File: src/rtl/vga_timing_pkg.sv
// -----------------------------------------------------------------------------
// vga_timing_pkg
//   Shared 640x480 @ 60 Hz VGA timing constants and helpers. The sync
//   generator, the pixel generator and the object renderers all take their
//   screen bounds from here, so one edit retimes the whole display path.
//
//   Contents:
//     VGA_*          display / porch / sync widths and the default prescale
//     VGA_H_TOTAL    pixels per line  (800)
//     VGA_V_TOTAL    lines per frame  (525)
//     VGA_*_SYNC_*   first / last coordinate of each sync pulse
//     coord_t        10-bit screen coordinate
//     sync_t         registered hsync / vsync / video_on bundle
//     decode_sync()  coordinate -> sync_t decode
// -----------------------------------------------------------------------------
package vga_timing_pkg;

    localparam int unsigned COORD_W = 10;

    localparam int unsigned VGA_CLK_DIV   = 4;

    localparam int unsigned VGA_H_DISPLAY = 640;
    localparam int unsigned VGA_H_FRONT   = 16;
    localparam int unsigned VGA_H_SYNC    = 96;
    localparam int unsigned VGA_H_BACK    = 48;

    localparam int unsigned VGA_V_DISPLAY = 480;
    localparam int unsigned VGA_V_FRONT   = 10;
    localparam int unsigned VGA_V_SYNC    = 2;
    localparam int unsigned VGA_V_BACK    = 33;

    localparam int unsigned VGA_H_TOTAL =
        VGA_H_DISPLAY + VGA_H_FRONT + VGA_H_SYNC + VGA_H_BACK;
    localparam int unsigned VGA_V_TOTAL =
        VGA_V_DISPLAY + VGA_V_FRONT + VGA_V_SYNC + VGA_V_BACK;

    localparam int unsigned VGA_H_SYNC_START = VGA_H_DISPLAY + VGA_H_FRONT;
    localparam int unsigned VGA_H_SYNC_END   = VGA_H_SYNC_START + VGA_H_SYNC - 1;
    localparam int unsigned VGA_V_SYNC_START = VGA_V_DISPLAY + VGA_V_FRONT;
    localparam int unsigned VGA_V_SYNC_END   = VGA_V_SYNC_START + VGA_V_SYNC - 1;

    typedef logic [COORD_W-1:0] coord_t;

    typedef struct packed {
        logic hsync;     // active-low
        logic vsync;     // active-low
        logic video_on;  // active-high
    } sync_t;

    // Sync pulses are active-low inside their inclusive windows; video is
    // on only inside the visible rectangle.
    function automatic sync_t decode_sync(
        input coord_t x,
        input coord_t y,
        input coord_t h_disp,
        input coord_t h_sync_first,
        input coord_t h_sync_last,
        input coord_t v_disp,
        input coord_t v_sync_first,
        input coord_t v_sync_last
    );
        sync_t s;
        s.hsync    = !((x >= h_sync_first) && (x <= h_sync_last));
        s.vsync    = !((y >= v_sync_first) && (y <= v_sync_last));
        s.video_on = (x < h_disp) && (y < v_disp);
        return s;
    endfunction

endpackage

File: src/rtl/vga_pixel_tick.sv
// -----------------------------------------------------------------------------
// vga_pixel_tick
//   Free-running prescaler. Counts 0..DIV-1 and wraps; `tick` is high for the
//   last board clock of every DIV-clock period. Also used by the game-logic
//   timer, so it carries no VGA-specific logic.
//
//   Parameters:
//     DIV    board clocks per tick period (>= 2)
//   Ports:
//     clk    in   board clock
//     reset  in   asynchronous, active-high; clears the count to 0
//     tick   out  high while the count equals DIV-1
// -----------------------------------------------------------------------------
module vga_pixel_tick #(
    parameter int unsigned DIV = 4
) (
    input  logic clk,
    input  logic reset,
    output logic tick
);

    localparam int unsigned CNT_W = (DIV > 1) ? $clog2(DIV) : 1;
    localparam logic [CNT_W-1:0] CNT_LAST = CNT_W'(DIV - 1);

    logic [CNT_W-1:0] div_cnt_q;
    logic [CNT_W-1:0] div_cnt_d;

    always_comb begin
        div_cnt_d = div_cnt_q + 1'b1;
        if (div_cnt_q == CNT_LAST) begin
            div_cnt_d = '0;
        end
    end

    always_ff @(posedge clk or posedge reset) begin
        if (reset) begin
            div_cnt_q <= '0;
        end else begin
            div_cnt_q <= div_cnt_d;
        end
    end

    // Decoded straight from the count register: low whenever the count is 0,
    // which covers the whole reset interval for DIV >= 2.
    assign tick = (div_cnt_q == CNT_LAST);

endmodule

File: src/rtl/vga_sync_gen.sv
// -----------------------------------------------------------------------------
// vga_sync_gen
//   VGA raster timing source. Divides the board clock to the pixel rate,
//   runs the horizontal / vertical counters and produces registered
//   sync, blanking and frame-strobe outputs aligned with the coordinates.
//
//   Parameters:
//     CLK_DIV                              board clocks per pixel (>= 2)
//     H_DISPLAY/H_FRONT/H_SYNC/H_BACK      horizontal timing, in pixels
//     V_DISPLAY/V_FRONT/V_SYNC/V_BACK      vertical timing, in lines
//   Ports:
//     clk         in   board clock (100 MHz)
//     reset       in   asynchronous, active-high
//     pixel_x     out  horizontal count, 0..H_TOTAL-1
//     pixel_y     out  vertical count,   0..V_TOTAL-1
//     video_on    out  high inside the visible region
//     hsync       out  horizontal sync, active-low
//     vsync       out  vertical sync, active-low
//     p_tick      out  one-clk pulse on the last clock of each pixel period
//     frame_tick  out  one-clk pulse on the first (0,0) cycle after a wrap
// -----------------------------------------------------------------------------
module vga_sync_gen
    import vga_timing_pkg::*;
#(
    parameter int unsigned CLK_DIV   = VGA_CLK_DIV,
    parameter int unsigned H_DISPLAY = VGA_H_DISPLAY,
    parameter int unsigned H_FRONT   = VGA_H_FRONT,
    parameter int unsigned H_SYNC    = VGA_H_SYNC,
    parameter int unsigned H_BACK    = VGA_H_BACK,
    parameter int unsigned V_DISPLAY = VGA_V_DISPLAY,
    parameter int unsigned V_FRONT   = VGA_V_FRONT,
    parameter int unsigned V_SYNC    = VGA_V_SYNC,
    parameter int unsigned V_BACK    = VGA_V_BACK
) (
    input  logic       clk,
    input  logic       reset,
    output logic [9:0] pixel_x,
    output logic [9:0] pixel_y,
    output logic       video_on,
    output logic       hsync,
    output logic       vsync,
    output logic       p_tick,
    output logic       frame_tick
);

    localparam int unsigned H_TOTAL = H_DISPLAY + H_FRONT + H_SYNC + H_BACK;
    localparam int unsigned V_TOTAL = V_DISPLAY + V_FRONT + V_SYNC + V_BACK;

    localparam coord_t H_LAST       = coord_t'(H_TOTAL - 1);
    localparam coord_t V_LAST       = coord_t'(V_TOTAL - 1);
    localparam coord_t H_DISP_C     = coord_t'(H_DISPLAY);
    localparam coord_t V_DISP_C     = coord_t'(V_DISPLAY);
    localparam coord_t H_SYNC_FIRST = coord_t'(H_DISPLAY + H_FRONT);
    localparam coord_t H_SYNC_LAST  = coord_t'(H_DISPLAY + H_FRONT + H_SYNC - 1);
    localparam coord_t V_SYNC_FIRST = coord_t'(V_DISPLAY + V_FRONT);
    localparam coord_t V_SYNC_LAST  = coord_t'(V_DISPLAY + V_FRONT + V_SYNC - 1);

    logic   pix_tick;

    coord_t h_cnt_q;
    coord_t h_cnt_d;
    coord_t v_cnt_q;
    coord_t v_cnt_d;
    sync_t  sync_q;
    sync_t  sync_d;
    logic   frame_tick_q;
    logic   frame_tick_d;

    vga_pixel_tick #(
        .DIV (CLK_DIV)
    ) u_pixel_tick (
        .clk   (clk),
        .reset (reset),
        .tick  (pix_tick)
    );

    always_comb begin
        h_cnt_d      = h_cnt_q;
        v_cnt_d      = v_cnt_q;
        frame_tick_d = 1'b0;
        if (pix_tick) begin
            if (h_cnt_q == H_LAST) begin
                h_cnt_d = '0;
                if (v_cnt_q == V_LAST) begin
                    v_cnt_d      = '0;
                    frame_tick_d = 1'b1;
                end else begin
                    v_cnt_d = v_cnt_q + 1'b1;
                end
            end else begin
                h_cnt_d = h_cnt_q + 1'b1;
            end
        end
    end

    // Decoding the next-state counts and registering the result keeps the
    // sync/blank flops on the same edge as the coordinate flops, so the
    // outputs never lag the coordinates they describe.
    always_comb begin
        sync_d = decode_sync(h_cnt_d, v_cnt_d,
                             H_DISP_C, H_SYNC_FIRST, H_SYNC_LAST,
                             V_DISP_C, V_SYNC_FIRST, V_SYNC_LAST);
    end

    always_ff @(posedge clk or posedge reset) begin
        if (reset) begin
            h_cnt_q      <= '0;
            v_cnt_q      <= '0;
            sync_q       <= '1;   // pixel (0,0): syncs inactive, video on
            frame_tick_q <= 1'b0;
        end else begin
            h_cnt_q      <= h_cnt_d;
            v_cnt_q      <= v_cnt_d;
            sync_q       <= sync_d;
            frame_tick_q <= frame_tick_d;
        end
    end

    assign pixel_x    = h_cnt_q;
    assign pixel_y    = v_cnt_q;
    assign hsync      = sync_q.hsync;
    assign vsync      = sync_q.vsync;
    assign video_on   = sync_q.video_on;
    assign p_tick     = pix_tick;
    assign frame_tick = frame_tick_q;

endmodule

File: config.mk
export PLATFORM = sky130hd
export DESIGN_NAME = vga_sync_gen
export DESIGN_NICKNAME = d
export VERILOG_FILES = /design/src/rtl/vga_timing_pkg.sv /design/src/rtl/vga_pixel_tick.sv /design/src/rtl/vga_sync_gen.sv
export SDC_FILE = /design/constraint.sdc
export NUM_CORES = 1
export LEC_CHECK = 0
export BUFFER_PORTS_ARGS = -buffer_cell sky130_fd_sc_hd__buf_2
export CAP_MARGIN = 30
export CORE_MARGIN = 1
export CORE_UTILIZATION = 35
export DETAILED_ROUTE_END_ITERATION = 10
export PLACE_DENSITY = 0.6
export SLEW_MARGIN = 10
export SYNTH_ARGS = -nofsm -noshare
export SYNTH_HDL_FRONTEND = slang
export SYNTH_SLANG_ARGS = --single-unit
File: constraint.sdc
create_clock -name clk -period 6.15 [get_ports clk]
set_input_delay 0.9225 -clock clk [delete_from_list [all_inputs] [get_ports clk]]
set_output_delay 0.9225 -clock clk [all_outputs]
set_load 0.02 [all_outputs]
==> results of run 1 <==
## metrics by stage
stage	cell area [um2]	instances	setup slack, ns
3_5_place_dp	1610	214	3.96
3_3_place_gp	1590	213	3.99
5_1_grt	1680	218	3.74
4_1_cts	1680	218	3.91
2_1_floorplan	1440	145	3.96
6_report	1680	218	3.92
## flip-flops by register name, summed over array words and instances (netlist names)
register                flops
vsync                       1
u_pixel_tick.div_cnt_q      2
video_on                    1
frame_tick                  1
pixel_x                    10
pixel_y                    10
hsync                       1
## worst min path at each step
stage | endpoint | slack [ns]
after floorplan | u_pixel_tick.div_cnt_q[0] | 0.40
after global placement | u_pixel_tick.div_cnt_q[0] | 0.41
after detailed placement | u_pixel_tick.div_cnt_q[0] | 0.42
after CTS | u_pixel_tick.div_cnt_q[0] | 0.43
after global routing | u_pixel_tick.div_cnt_q[0] | 0.48
final | u_pixel_tick.div_cnt_q[0] | 0.42
## power groups by stage
stage | registers [mW] | logic [mW] | clock network [mW]
global placement | 0.174 | 0.00385 | 0
CTS | 0.171 | 0.00500 | 0.145
floorplan | 0.174 | 0.00252 | 0
finish | 0.171 | 0.00471 | 0.142
global route | 0.171 | 0.00550 | 0.151
detailed placement | 0.174 | 0.00500 | 0
## routing by layer
layer  routed length (um)  track usage [%]  part of all wire, %  up-vias
met4                   57             6.38                  1.9        0
met2                 1380             22.4                   45       28
met3                  116             1.55                  3.8        4
met1                 1520             22.5                   49      590
met5                    0                0                    0        -
li1                     -                -                    -      579
## cell type report
cell class / count / area (um2)
fill: 376 / 2120
inverter: 6 / 22.5
timing repair buffer: 27 / 145
sequential: 26 / 654
multi-input combinational: 107 / 726
clock buffer: 3 / 41.3
clock inverter: 1 / 30.0
tap: 48 / 60.1
## cell families after synthesis
logic type / Yosys count
adder cells (fa/ha/maj): 4
XOR/XNOR: 9
AND/OR/NAND/NOR: 66
flip-flops: 26
AO/OA/AOI/OAI: 27
buffers and inverters: 12
multiplexers: 1
## placed cells by master (no fill, tap or decap), types with 3 or more instances in the layout
master	n
inv_1	6
nor2_1	6
o21ai_0	10
o21a_1	3
nand4_1	5
buf_2	26
xnor2_1	5
dfstp_2	3
and3_2	3
nand3_1	8
a211oi_1	3
dfrtp_1	23
nor4_1	3
ha_1	4
clkbuf_8	3
nor3_1	3
xor2_1	4
nand2_1	17
==> reports/qor.csv, run 1 <==
stage;metric;value;unit
yosys;largest family of logic cells by synthesized area;simple AND/OR/NAND/NOR gates;
floorplanning;core area;3800;um2
setup_path;Worst R2R End;vsync;
setup_path;Slowest-stage cell, CP;or4_4;
setup_path;CP Class;flop to flop;
setup_path;WP data required;6.33;ns
setup_path;cell family with most CP delay;simple AND/OR/NAND/NOR gates;
min_path;min-delay src;u_pixel_tick.div_cnt_q[0];
setup_path;reg2reg path depth;5;
clock_tree;CTS tree;built;
floorplanning;I/O pin count;27;
yosys;simple-gate portion of the synthesized area;27.5;%
power;LEAKAGE;0.766;nW
timing;skew final;0.00821;ns
placement;I/O Buffers;26;
setup_path;flop2flop setup slack;3.92;ns
yosys;top cells by count, synth;dfrtp_1, nand2_1, o21ai_0;
setup_path;Worst R2R Start;pixel_x[5];
timing;count of pins over their slew limit;0;
drt;via/cell ratio;5.51;
timing;Fin. Hold Viols;0;
clock_tree;Worst-Skew Late Latency;0.27;ns
setup_path;Crit Path Max Fanout;11;
clock_tree;htree depth;1;
setup_path;crit end category;flop;
setup_path;max incr delay on CP;0.55;ns
setup_path;Worst Setup Start Kind;flop;
power;sequential share of power;53.8;%
placement;GP Congestion;0.818;
setup_path;Worst Path Arrival;2.41;ns
finish;fin nets;177;
finish;ANT cells;0;
yosys;post-synth cell types;47;
timing;Period Utilization, post-route;36.2;%
yosys;post-synth top area share;39.9;%
yosys;Cells after Synth;145;
timing;final setup fails;0;
yosys;post-synthesis register bit count;26;
yosys;async set-reset flop share out of synthesis;100;%
drt;final WL;3070;um
clock_tree;clk root buf;clkbuf_8;
timing;Fmax;0.449;GHz
clock_tree;Clock Path Buffers;2;
drt;Initial DRC Count;47;
floorplanning;Initial Utilization;37.9;%
timing;smallest hold slack;0.424;ns
grt;GRT Util Overall;15.2;%
timing;Period minus WS final;2.23;ns
min_path;hold depth;1;
yosys;sequential share of the synthesized area;45.4;%
yosys;Netlist Area Pre-Place;1440;um2
setup_path;CP Depth;5;
clock_tree;clock-pin slew on the worst setup and hold paths;0.10;ns
yosys;Post-synth top flop;dfrtp_1;
setup_path;Cell Chain, Critical Path;and4b_1 -> nand3_4 -> or4_4 -> a2111oi_2 -> nand4_1;
power;Switching Fraction;18.4;%
power;pwr/cell area;189;nW/um2
power;Tot Pwr;0.318;mW
timing;setup TNS;0;ns
grt;grt ovf;0;
power;clock share of power;44.7;%
yosys;complex-gate fraction of the synthesized area;13.2;%
power;P_sw;0.0586;mW
yosys;Yosys warnings;0;
yosys;Avg Cell Area, Syn;9.94;um2
grt;first-pass GRT wire length;5090;um
power;part of the power in combinational logic;1.5;%
drt;DR pass1 iterations;4;
clock_tree;post-CTS sizing;0;
floorplanning;Die ar.;4380;um2
grt;antenna violations before repair;0;
finish;final core utilization;44.2;%
setup_path;crit path to;vsync;
yosys;syn nets;151;
drt;Wirelength per Cell;14.1;um
setup_path;crit path from;pixel_x[5];
finish;share of layout cells above drive strength 1;27.6;%
timing;max_slew headroom;63.2;%
yosys;largest area contributor in the netlist;dfrtp_1;
yosys;XOR/XNOR Fraction of Synth Area;5.47;%
timing;RSZ-0062 raised after global routing;false;
floorplanning;FP Rows;22;
clock_tree;CTS Buf Count;3;
min_path;Hold Path Class;flop to flop;
status;status;finished clean;
yosys;mux contribution to synthesized area;0.694;%
drt;# DRC;0;
yosys;adder-cell share of the synthesized area;3.47;%
grt;pin count of the biggest net entering global routing;17;
clock_tree;# Post-CTS Setup Buffers;0;
placement;DP HPWL;2260;um
power;P_int;0.259;mW
drt;Routed Antenna Nets;0;
clock_tree;CTS sink count;26;
run;max cap viols;0;
floorplanning;Die X;66.2;um
power;VDD IR max;63.9;uV
yosys;Post-synth EDFFs;0;
setup_path;Crit path buffers/inverters;0;
finish;Syn-to-layout area delta;16.5;%
floorplanning;die height;66.2;um
timing;Worst-Margin Slew;0.551;ns
yosys;count leader, synth;dfrtp_1;
clock_tree;Hold Buf Count CTS;0;
grt;vias in the first global route;1092;
drt;Via Count;1201;
yosys;ranking of synthesized cells by area;dfrtp_1, dfstp_2, nand2_1;
No activity file was read; power rests on OpenSTA's default activity.
==> inputs of run 2 (changes only) <==
PLACE_DENSITY = 0.62   (was 0.6)
clock period = 1.8 ns   (was 6.15 ns; I/O delays follow)
==> run 2 against run 1 <==
Net effect: final area rose by 17%; sequential power rose to 3.4 times the previous value; first-iteration DRC count rose by 21%; largest cell class unchanged; the run now ends with hold timing, setup timing left; worst setup slack got worse by 4.0 ns; global-route usage rose by 3.4 points; total power rose to 3.0 times the previous value; non-clock buffer count rose by 32; flip-flop and latch count did not move; combinational power rose to 3.0 times the previous value.
==> reports/qor.csv, run 2 (same netlist as run 1, synthesis figures left out) <==
stage;metric;value;unit;change
timing;Period Utilization, post-route;106;%;+70 points
timing;setup TNS;-0.212;ns;-0.212 ns
run;max cap viols;0;;unchanged
power;Tot Pwr;0.942;mW;+200%
power;LEAKAGE;0.913;nW;+19%
setup_path;CP Depth;5;;unchanged
clock_tree;htree depth;1;;unchanged
setup_path;reg2reg path depth;5;;unchanged
clock_tree;Clock Path Buffers;2;;unchanged
setup_path;crit end category;flop;;
setup_path;max incr delay on CP;0.51;ns;-0.04 ns
floorplanning;die height;66.2;um;unchanged
grt;vias in the first global route;1322;;+21%
clock_tree;CTS tree;built;;
setup_path;Cell Chain, Critical Path;and4bb_4 -> nand3_4 -> or4_4 -> a2111oi_4 -> nand4_1;;
status;failing checks;hold timing, setup timing;;
finish;share of layout cells above drive strength 1;44.1;%;+16 points
placement;I/O Buffers;26;;unchanged
drt;Routed Antenna Nets;0;;unchanged
finish;Non-Filler Instances;250;;+15%
timing;Final WS setup;-0.117;ns;-4.04 ns
power;pwr/cell area;480;nW/um2;+150%
setup_path;WP data required;1.98;ns;-4.35 ns
drt;via/cell ratio;5.41;;-1.8%
setup_path;CP Class;flop to flop;;
timing;smallest hold slack;-0.00852;ns;-0.433 ns
timing;RSZ-0062 raised after global routing;true;;
grt;grt ovf;0;;unchanged
setup_path;Worst Setup Start Kind;flop;;
finish;most common cell after layout, fill and taps aside;buf_4;;
clock_tree;Worst-Skew Late Latency;0.27;ns;about the same
drt;Wirelength per Cell;14.5;um;+2.6%
grt;GRT Util Overall;18.7;%;+3.4 points
setup_path;cell family with most CP delay;simple AND/OR/NAND/NOR gates;;
grt;pin count of the biggest net entering global routing;16;;-1
placement;GP Congestion;0.854;;+4.5%
timing;Worst-Margin Slew;0.479;ns;-0.0719 ns
placement;dpl cells;246;;+15%
drt;# DRC;0;;unchanged
timing;skew final;0.00618;ns;-0.00203 ns
finish;final core utilization;51.7;%;+7.5 points
drt;DR pass1 iterations;4;;unchanged
drt;Initial DRC Count;57;;+21%
status;status;finished, violations left;;
drt;final WL;3620;um;+18%
drt;Via Count;1352;;+13%
floorplanning;Initial Utilization;37.9;%;unchanged
clock_tree;clk root buf;clkbuf_8;;
timing;final setup fails;2;;+2
min_path;Hold Path Class;primary input to async pin;;
placement;Setup WS pre-CTS;-0.110;ns;-4.07 ns
clock_tree;clock-pin slew on the worst setup and hold paths;0.09;ns;about the same
timing;Fin. Hold Viols;10;;+10
clock_tree;CTS Buf Count;3;;unchanged
setup_path;Worst Path Arrival;2.10;ns;-0.31 ns
finish;fin nets;209;;+18%
timing;Period minus WS final;1.92;ns;-0.309 ns
setup_path;Slowest-stage cell, CP;or4_4;;
setup_path;Crit path buffers/inverters;0;;unchanged
floorplanning;core area;3800;um2;unchanged
clock_tree;CTS sink count;26;;unchanged
finish;design area;1960;um2;+17%
power;VDD IR max;224;uV;+250%
floorplanning;I/O pin count;27;;unchanged
timing;count of pins over their slew limit;0;;unchanged
finish;commonest cells after routing, fill and taps aside;buf_4, buf_2, dfrtp_1;;
floorplanning;FP Rows;22;;unchanged
placement;DP HPWL;2740;um;+21%
placement;placed inst area;1860;um2;+16%
finish;FILL cells;360;;-4.3%
floorplanning;Die X;66.2;um;unchanged
setup_path;Crit Path Max Fanout;4;;-7
grt;first-pass GRT wire length;6150;um;+21%
finish;Syn-to-layout area delta;36.2;%;
timing;Fmax;0.522;GHz;+16%
finish;ANT cells;0;;unchanged
floorplanning;Die ar.;4380;um2;unchanged
grt;antenna violations before repair;0;;unchanged
timing;max_slew headroom;68.0;%;+4.8 points
[run 2: cell count changes in the layout (fill, tap and decap cells not counted), sizes merged]
cell    previous run  this run
clkbuf             3         4
bufinv             1         0
buf               27        59
[run 2: path summary, 6_finish.rpt]
check / slack, ns / from / endpoint
max: -0.12 / pixel_x[7] / vsync
min: -0.009 / reset / pixel_x[4]
max reg2reg: -0.12 / pixel_x[7] / vsync
min reg2reg: 0.49 / u_pixel_tick.div_cnt_q[0] / u_pixel_tick.div_cnt_q[0]
max in group asynchronous: 1.15 / reset / video_on
min in group clk: 0.49 / u_pixel_tick.div_cnt_q[0] / u_pixel_tick.div_cnt_q[0]
[run 2: what timing repair did]
action / in CTS / in global routing
gates cloned: 0 / 0
pin swaps: 0 / 2
setup endpoints to repair: 3 / 6
gates resized for setup: 1 / 11
setup buffers: 0 / 0
hold buffers: 0 / 0
[run 2: power breakdown]
part | switching, mW | internal, mW | total (mW)
clock network | 0.185 | 0.159 | 0.344
logic | 0.0119 | 0.00230 | 0.0142
registers | 0 | 0.584 | 0.584
[run 2: routing by layer]
| metal | global-route usage [%] | part of all wire [%] |
|---|---|---|
| met3 | 2.24 | 3.1 |
| met5 | 0 | 0 |
| met4 | 8.78 | 1.5 |
| met1 | 24.2 | 49 |
| met2 | 30.7 | 47 |
[run 2: area by class of cell]
type | instances | area (um2) | area share, %
Timing Repair Buffer | 59 | 378 | 19.2
Tap cell | 48 | 60.1 | 3.06
Clock buffer | 4 | 45.0 | 2.29
Inverter | 6 | 22.5 | 1.15
Multi-Input combinational cell | 107 | 801 | 40.8
Sequential cell | 26 | 657 | 33.5
